===== src/rtl/mem_bist_if.sv =====
// Memory-side port bundle of the BIST controller.
// The BIST engine is the master: it drives the address, write data and write strobe.
// The memory is the slave: it returns read data combinationally from the address.
interface mem_bist_if #(
  parameter int ADDR_WIDTH = 3,
  parameter int DATA_WIDTH = 4
);
  logic [ADDR_WIDTH-1:0] mem_addr;
  logic [DATA_WIDTH-1:0] mem_data_in;
  logic                  mem_wr_enable;
  logic [DATA_WIDTH-1:0] mem_data_out;

  modport master (
    output mem_addr,
    output mem_data_in,
    output mem_wr_enable,
    input  mem_data_out
  );

  modport slave (
    input  mem_addr,
    input  mem_data_in,
    input  mem_wr_enable,
    output mem_data_out
  );
endinterface


===== src/rtl/mem_bist_ctrl.sv =====
// Four-phase march BIST controller.
// A run writes an address-derived pattern, reads it back, writes the inverted pattern,
// and reads that back. It stops at the first mismatch and records its address and data.
// The memory port is fully registered, so each address gets exactly one cycle.
module mem_bist_ctrl #(
  parameter int ADDR_WIDTH = 3,
  parameter int DATA_WIDTH = 4,
  parameter int DEPTH      = 8
) (
  input  logic                  clk,
  input  logic                  rst_n,
  input  logic                  start,
  output logic                  busy,
  output logic                  done,
  output logic                  pass,
  output logic [ADDR_WIDTH-1:0] fail_addr,
  output logic [DATA_WIDTH-1:0] fail_data,
  mem_bist_if.master            bus
);

  typedef enum logic [2:0] {
    IDLE,
    WR0,
    RD0,
    WR1,
    RD1,
    DONE
  } state_t;

  localparam logic [ADDR_WIDTH-1:0] LAST = ADDR_WIDTH'(DEPTH - 1);

  state_t                state;
  logic [ADDR_WIDTH-1:0] cnt;
  logic [ADDR_WIDTH-1:0] next_cnt;
  logic                  inv;

  // Address-derived test word: zero-extend or truncate the address, then optionally invert.
  function automatic logic [DATA_WIDTH-1:0] pattern(input logic [ADDR_WIDTH-1:0] a,
                                                    input logic inv_sel);
    logic [ADDR_WIDTH+DATA_WIDTH-1:0] ext;
    ext = {{DATA_WIDTH{1'b0}}, a};
    return ext[DATA_WIDTH-1:0] ^ {DATA_WIDTH{inv_sel}};
  endfunction

  assign next_cnt = cnt + 1'b1;
  assign inv      = (state == WR1) || (state == RD1);

  // March sequencer; every output, including the memory port, is a register set here.
  always_ff @(posedge clk) begin
    if (!rst_n) begin
      state             <= IDLE;
      cnt               <= '0;
      busy              <= 1'b0;
      done              <= 1'b0;
      pass              <= 1'b0;
      fail_addr         <= '0;
      fail_data         <= '0;
      bus.mem_addr      <= '0;
      bus.mem_data_in   <= '0;
      bus.mem_wr_enable <= 1'b0;
    end else begin
      done <= 1'b0;
      case (state)
        IDLE: begin
          if (start) begin
            state             <= WR0;
            cnt               <= '0;
            busy              <= 1'b1;
            pass              <= 1'b0;
            fail_addr         <= '0;
            fail_data         <= '0;
            bus.mem_addr      <= '0;
            bus.mem_data_in   <= pattern('0, 1'b0);
            bus.mem_wr_enable <= 1'b1;
          end
        end

        WR0, WR1: begin
          if (cnt == LAST) begin
            state             <= (state == WR0) ? RD0 : RD1;
            cnt               <= '0;
            bus.mem_addr      <= '0;
            bus.mem_data_in   <= '0;
            bus.mem_wr_enable <= 1'b0;
          end else begin
            cnt             <= next_cnt;
            bus.mem_addr    <= next_cnt;
            bus.mem_data_in <= pattern(next_cnt, inv);
          end
        end

        RD0, RD1: begin
          if (bus.mem_data_out != pattern(cnt, inv)) begin
            state        <= DONE;
            busy         <= 1'b0;
            done         <= 1'b1;
            pass         <= 1'b0;
            fail_addr    <= cnt;
            fail_data    <= bus.mem_data_out;
            cnt          <= '0;
            bus.mem_addr <= '0;
          end else if (cnt == LAST) begin
            cnt          <= '0;
            bus.mem_addr <= '0;
            if (state == RD0) begin
              state             <= WR1;
              bus.mem_data_in   <= pattern('0, 1'b1);
              bus.mem_wr_enable <= 1'b1;
            end else begin
              state <= DONE;
              busy  <= 1'b0;
              done  <= 1'b1;
              pass  <= 1'b1;
            end
          end else begin
            cnt          <= next_cnt;
            bus.mem_addr <= next_cnt;
          end
        end

        DONE: begin
          state <= IDLE;
        end

        default: begin
          state <= IDLE;
        end
      endcase
    end
  end

endmodule


===== src/flat_wrapper.sv =====
// flat-port wrapper written by rule: the top's interface ports become plain ports
module mem_bist_ctrl_flat 
#(
  parameter int ADDR_WIDTH = 3,
  parameter int DATA_WIDTH = 4,
  parameter int DEPTH      = 8
)
  (clk, rst_n, start, busy, done, pass, fail_addr, fail_data, bus_mem_addr, bus_mem_data_in, bus_mem_wr_enable, bus_mem_data_out);
  mem_bist_if #(.ADDR_WIDTH(ADDR_WIDTH), .DATA_WIDTH(DATA_WIDTH)) bus_i ();
  input  logic clk;
  input  logic rst_n;
  input  logic start;
  output logic busy;
  output logic done;
  output logic pass;
  output logic [ADDR_WIDTH-1:0] fail_addr;
  output logic [DATA_WIDTH-1:0] fail_data;
  output wire logic [$bits(bus_i.mem_addr)-1:0] bus_mem_addr;
  output wire logic [$bits(bus_i.mem_data_in)-1:0] bus_mem_data_in;
  output wire logic [$bits(bus_i.mem_wr_enable)-1:0] bus_mem_wr_enable;
  input wire logic [$bits(bus_i.mem_data_out)-1:0] bus_mem_data_out;
  assign bus_mem_addr = bus_i.mem_addr;
  assign bus_mem_data_in = bus_i.mem_data_in;
  assign bus_mem_wr_enable = bus_i.mem_wr_enable;
  assign bus_i.mem_data_out = bus_mem_data_out;
  mem_bist_ctrl #(.ADDR_WIDTH(ADDR_WIDTH), .DATA_WIDTH(DATA_WIDTH), .DEPTH(DEPTH)) u_core (.clk(clk), .rst_n(rst_n), .start(start), .busy(busy), .done(done), .pass(pass), .fail_addr(fail_addr), .fail_data(fail_data), .bus(bus_i));
endmodule

===== config.mk =====
export PLATFORM = sky130hd
export DESIGN_NAME = mem_bist_ctrl_flat
export DESIGN_NICKNAME = d
export VERILOG_FILES = /design/src/rtl/mem_bist_if.sv /design/src/rtl/mem_bist_ctrl.sv /design/src/flat_wrapper.sv
export SDC_FILE = /design/constraint.sdc
export NUM_CORES = 1
export LEC_CHECK = 0
export ABC_CLOCK_PERIOD_IN_PS = 4900
export CORE_ASPECT_RATIO = 0.9
export CORE_MARGIN = 4
export CORE_UTILIZATION = 53
export CTS_CLUSTER_SIZE = 8
export DETAILED_ROUTE_END_ITERATION = 10
export GPL_ROUTABILITY_DRIVEN = 0
export PLACE_DENSITY = 0.82
export SETUP_SLACK_MARGIN = 0.5
export SLEW_MARGIN = 20
export SYNTH_ARGS = -nofsm -noshare
export SYNTH_HDL_FRONTEND = slang
export SYNTH_SLANG_ARGS = --single-unit

===== constraint.sdc =====
create_clock -name clk -period 4.9 [get_ports clk]
set_clock_uncertainty 0.1 [all_clocks]
set_input_delay 0.735 -clock clk [delete_from_list [all_inputs] [get_ports clk]]
set_output_delay 0.735 -clock clk [all_outputs]
set_load 0.03 [all_outputs]

==> flow_metrics.env <==
export IMPL_status="finished clean"
export IMPL_synth_warnings=0
export IMPL_clock_sinks=21
export IMPL_synth_area_mux_share=0.02691
export IMPL_synth_compound_area_frac=0.2309
export IMPL_via_count=1109
export IMPL_start_util=0.5718
export IMPL_pin_count=25
export IMPL_synth_area_um2=1116
export IMPL_synth_seq_area_share=0.3767
export IMPL_synth_common_cells="dfxtp_1 (21), nand2_1 (15), o21ai_0 (14), nand4_1 (10), nor2_1 (9)"
export IMPL_synth_most_common_cell="dfxtp_1"
export IMPL_worst_pin_slew_ns=0.6557
export IMPL_wl_per_cell_um=14.96
export IMPL_timing_fmax_mhz=379.5
export IMPL_slowest_stage="or4_4"
export IMPL_syn_avg_cell_area_um2=8.146
export IMPL_maxCapViolations=0
export IMPL_synth_flop_cell="dfxtp_1"
export IMPL_fin_crit_ns=2.635
export IMPL_dp_cells=178
export IMPL_ys_types=37
export IMPL_grt_pass1_wl_um=4698
export IMPL_postCtsSetupRepairBufs=0
export IMPL_viasPerCell=6.093
export IMPL_drv_slew=0
export IMPL_num_rows=15
export IMPL_core_area_um2=1952
export IMPL_synth_top_family_by_area="simple AND/OR/NAND/NOR gates"
export IMPL_grt_max_degree=20
export IMPL_rr_startpoint="u_core.bus.mem_addr[0]$_SDFFE_PN0P_"
export IMPL_tritoncts="yes"
export IMPL_fillers=171
export IMPL_ys_top_cells_by_area="dfxtp_1 (38%), o21ai_0 (6.3%), nand4_1 (5.6%)"
export IMPL_h_tree_depth=1
export IMPL_gr_total_overflow=0
export IMPL_cts_inserted_buffers=3
export IMPL_synth_xor_xnor_area_share=0.02354
export IMPL_synth_edf_count=0
export IMPL_drtIter0Drc=42
export IMPL_ys_seq_elements=21
export IMPL_clock_path_buffers=2
export IMPL_synthCells=137
export IMPL_postCtsHoldBufs=0
export IMPL_hold_viol=0
export IMPL_worst_path_dominant_cell_family="simple AND/OR/NAND/NOR gates"
export IMPL_tns_ns=0
export IMPL_crit_path_max_fanout=15
export IMPL_route_detailed_drc=0
export IMPL_path_class="in2reg"
export IMPL_syn_nets=146
export IMPL_async_flop_share=0
export IMPL_period_share=0.5378
export IMPL_syn2layout_area_growth_pct=23.54
export IMPL_holdCritStartpoint="u_core.fail_data[1]$_SDFFE_PN0P_"
export IMPL_io_buffers=24
export IMPL_max_slew_margin=0.5615
export IMPL_worst_path_largest_cell_delay_ns=0.57
export IMPL_post_place_ws_ns=1.980
export IMPL_worst_slack_ns=2.265
export IMPL_finalSetupViolCount=0
export IMPL_clk_latency_ns=0.32
export IMPL_path_buf_inv=1
export IMPL_cts_resized=0
export IMPL_critPathLaunch="bus_mem_data_out[2]"
export IMPL_die_h_um=51.54
export IMPL_clkTransAtPathRegs_ns=0.11
export IMPL_postPlaceCellArea_um2=1353
export IMPL_hold_path_class="reg2reg"
export IMPL_dieWidth_um=56.37
export IMPL_drtPass1Iterations=4
export IMPL_hold_ws_ns=0.3820
export IMPL_p_per_area_nw_per_um2=236.2
export IMPL_hpwlAfterDp_um=1994
export IMPL_yosysTopAreaCell="dfxtp_1"
export IMPL_final_area_um2=1379
export IMPL_drive_above_1_share=0.05096
export IMPL_crit_path_end_kind="register"
export IMPL_die_area_um2=2905
export IMPL_root_buffer="clkbuf_4"
export IMPL_required_ns=5.04
export IMPL_crit_chain="clkdlybuf4s50_1 > xor2_1 > or4_4 > a32oi_2 > nand4_1 > o21ai_0"
export IMPL_startpoint_type="input port"
export IMPL_fin_cells=182
export IMPL_ant_nets=0
export IMPL_routed_wl_um=2723
export IMPL_antenna_found_initial=0
export IMPL_critPathArrivalTime_ns=2.77
export IMPL_diodes=0
export IMPL_peakVddDrop_mv=0.2297
export IMPL_grt_setup_unrepaired="false"
export IMPL_grt_pass1_vias=1011
export IMPL_power_leakage_nw=0.4975
export IMPL_synthAdderAreaFrac=0.02242
export IMPL_fin_nets=167
export IMPL_grt_usage=0.2070
export IMPL_synth_simple_gate_area_frac=0.2612
export IMPL_yosysTopAreaCellShare=0.3767
==> routing by layer <==
layer | global-route usage | up-vias | share of wire
li1 | - | 542 | -
met5 | 0 | - | 0
met4 | 0.06719 | 0 | 0.013
met1 | 0.2824 | 519 | 0.45
met3 | 0.06700 | 4 | 0.081
met2 | 0.3093 | 44 | 0.46
==> stage by stage <==
stage / power [mW] / util
floorplan: 0.2205 / -
global placement: 0.2400 / 0.6929
detailed placement: 0.2414 / 0.6929
CTS: 0.3269 / 0.7064
global route: 0.3430 / 0.7064
finish: 0.3257 / 0.7064
==> cell families (layout without fill, tap and decap cells) <==
group                      Yosys count  count (layout)
adders and majority gates            2               2
buffers and inverters               16              36
muxes                                3               3
AOI/OAI and AO/OA                   38              38
DFF                                 21              21
and+or+nand+nor                     54              54
xor gates and xnor gates             3               3
==> final cells by class <==
class                      count  area [um2]  share of cell area
clock buffer                   4       26.28             0.01906
tap                           25       31.28             0.02269
timing repair buffer          24       240.2              0.1742
multi-input combinational    100       630.6              0.4574
sequential                    21       420.4              0.3049
inverter                       8       30.03             0.02178
==> registers in the layout, indices dropped and copies added (netlist names) <==
register                  flops
u_core.bus.mem_data_in        4
u_core.fail_data              4
u_core.bus.mem_addr           3
u_core.fail_addr              3
u_core.state                  3
u_core.bus.mem_wr_enable      1
u_core.busy                   1
u_core.done                   1
u_core.pass                   1
==> final timing paths <==
kind                                                          endpoint  slack [ns]  cells after the start
worst max register to register  u_core.bus.mem_data_in[0]$_SDFFE_PN0P_        2.74                      6
worst max-delay path                  u_core.fail_addr[2]$_SDFFE_PN0P_        2.26                      6
worst min-delay path                  u_core.fail_data[1]$_SDFFE_PN0P_        0.38                      2
worst min register to register        u_core.fail_data[1]$_SDFFE_PN0P_        0.38                      2
==> tightest hold or removal path, cell delays in order (launching register included) <==
cell and delay (ns):
dfxtp_1 0.33, nand4_1 0.05, o21ai_0 0.06
==> power by group <==
| group | switching [mW] | internal, mW | total [mW] |
|---|---|---|---|
| clock network | 0.0557 | 0.0319 | 0.0875 |
| registers | 0.00621 | 0.176 | 0.182 |
| logic | 0.0327 | 0.0236 | 0.0564 |
==> layout by cell type (no fill, tap or decap), drive strengths merged, types with 2 or more instances in the layout <==
cell           count
o21ai             14
xor2               3
ha                 2
nand2             15
or4                2
nand4             10
dfxtp             21
a21oi              8
mux2i              3
o32ai              2
nand2b             4
a22o               2
nor3               5
clkdlybuf4s50     24
nor2b              2
clkbuf             4
nand3              2
nor2               9
inv                8
nor3b              2
a31oi              3
Note: power is estimated with default switching activity, not from simulation.
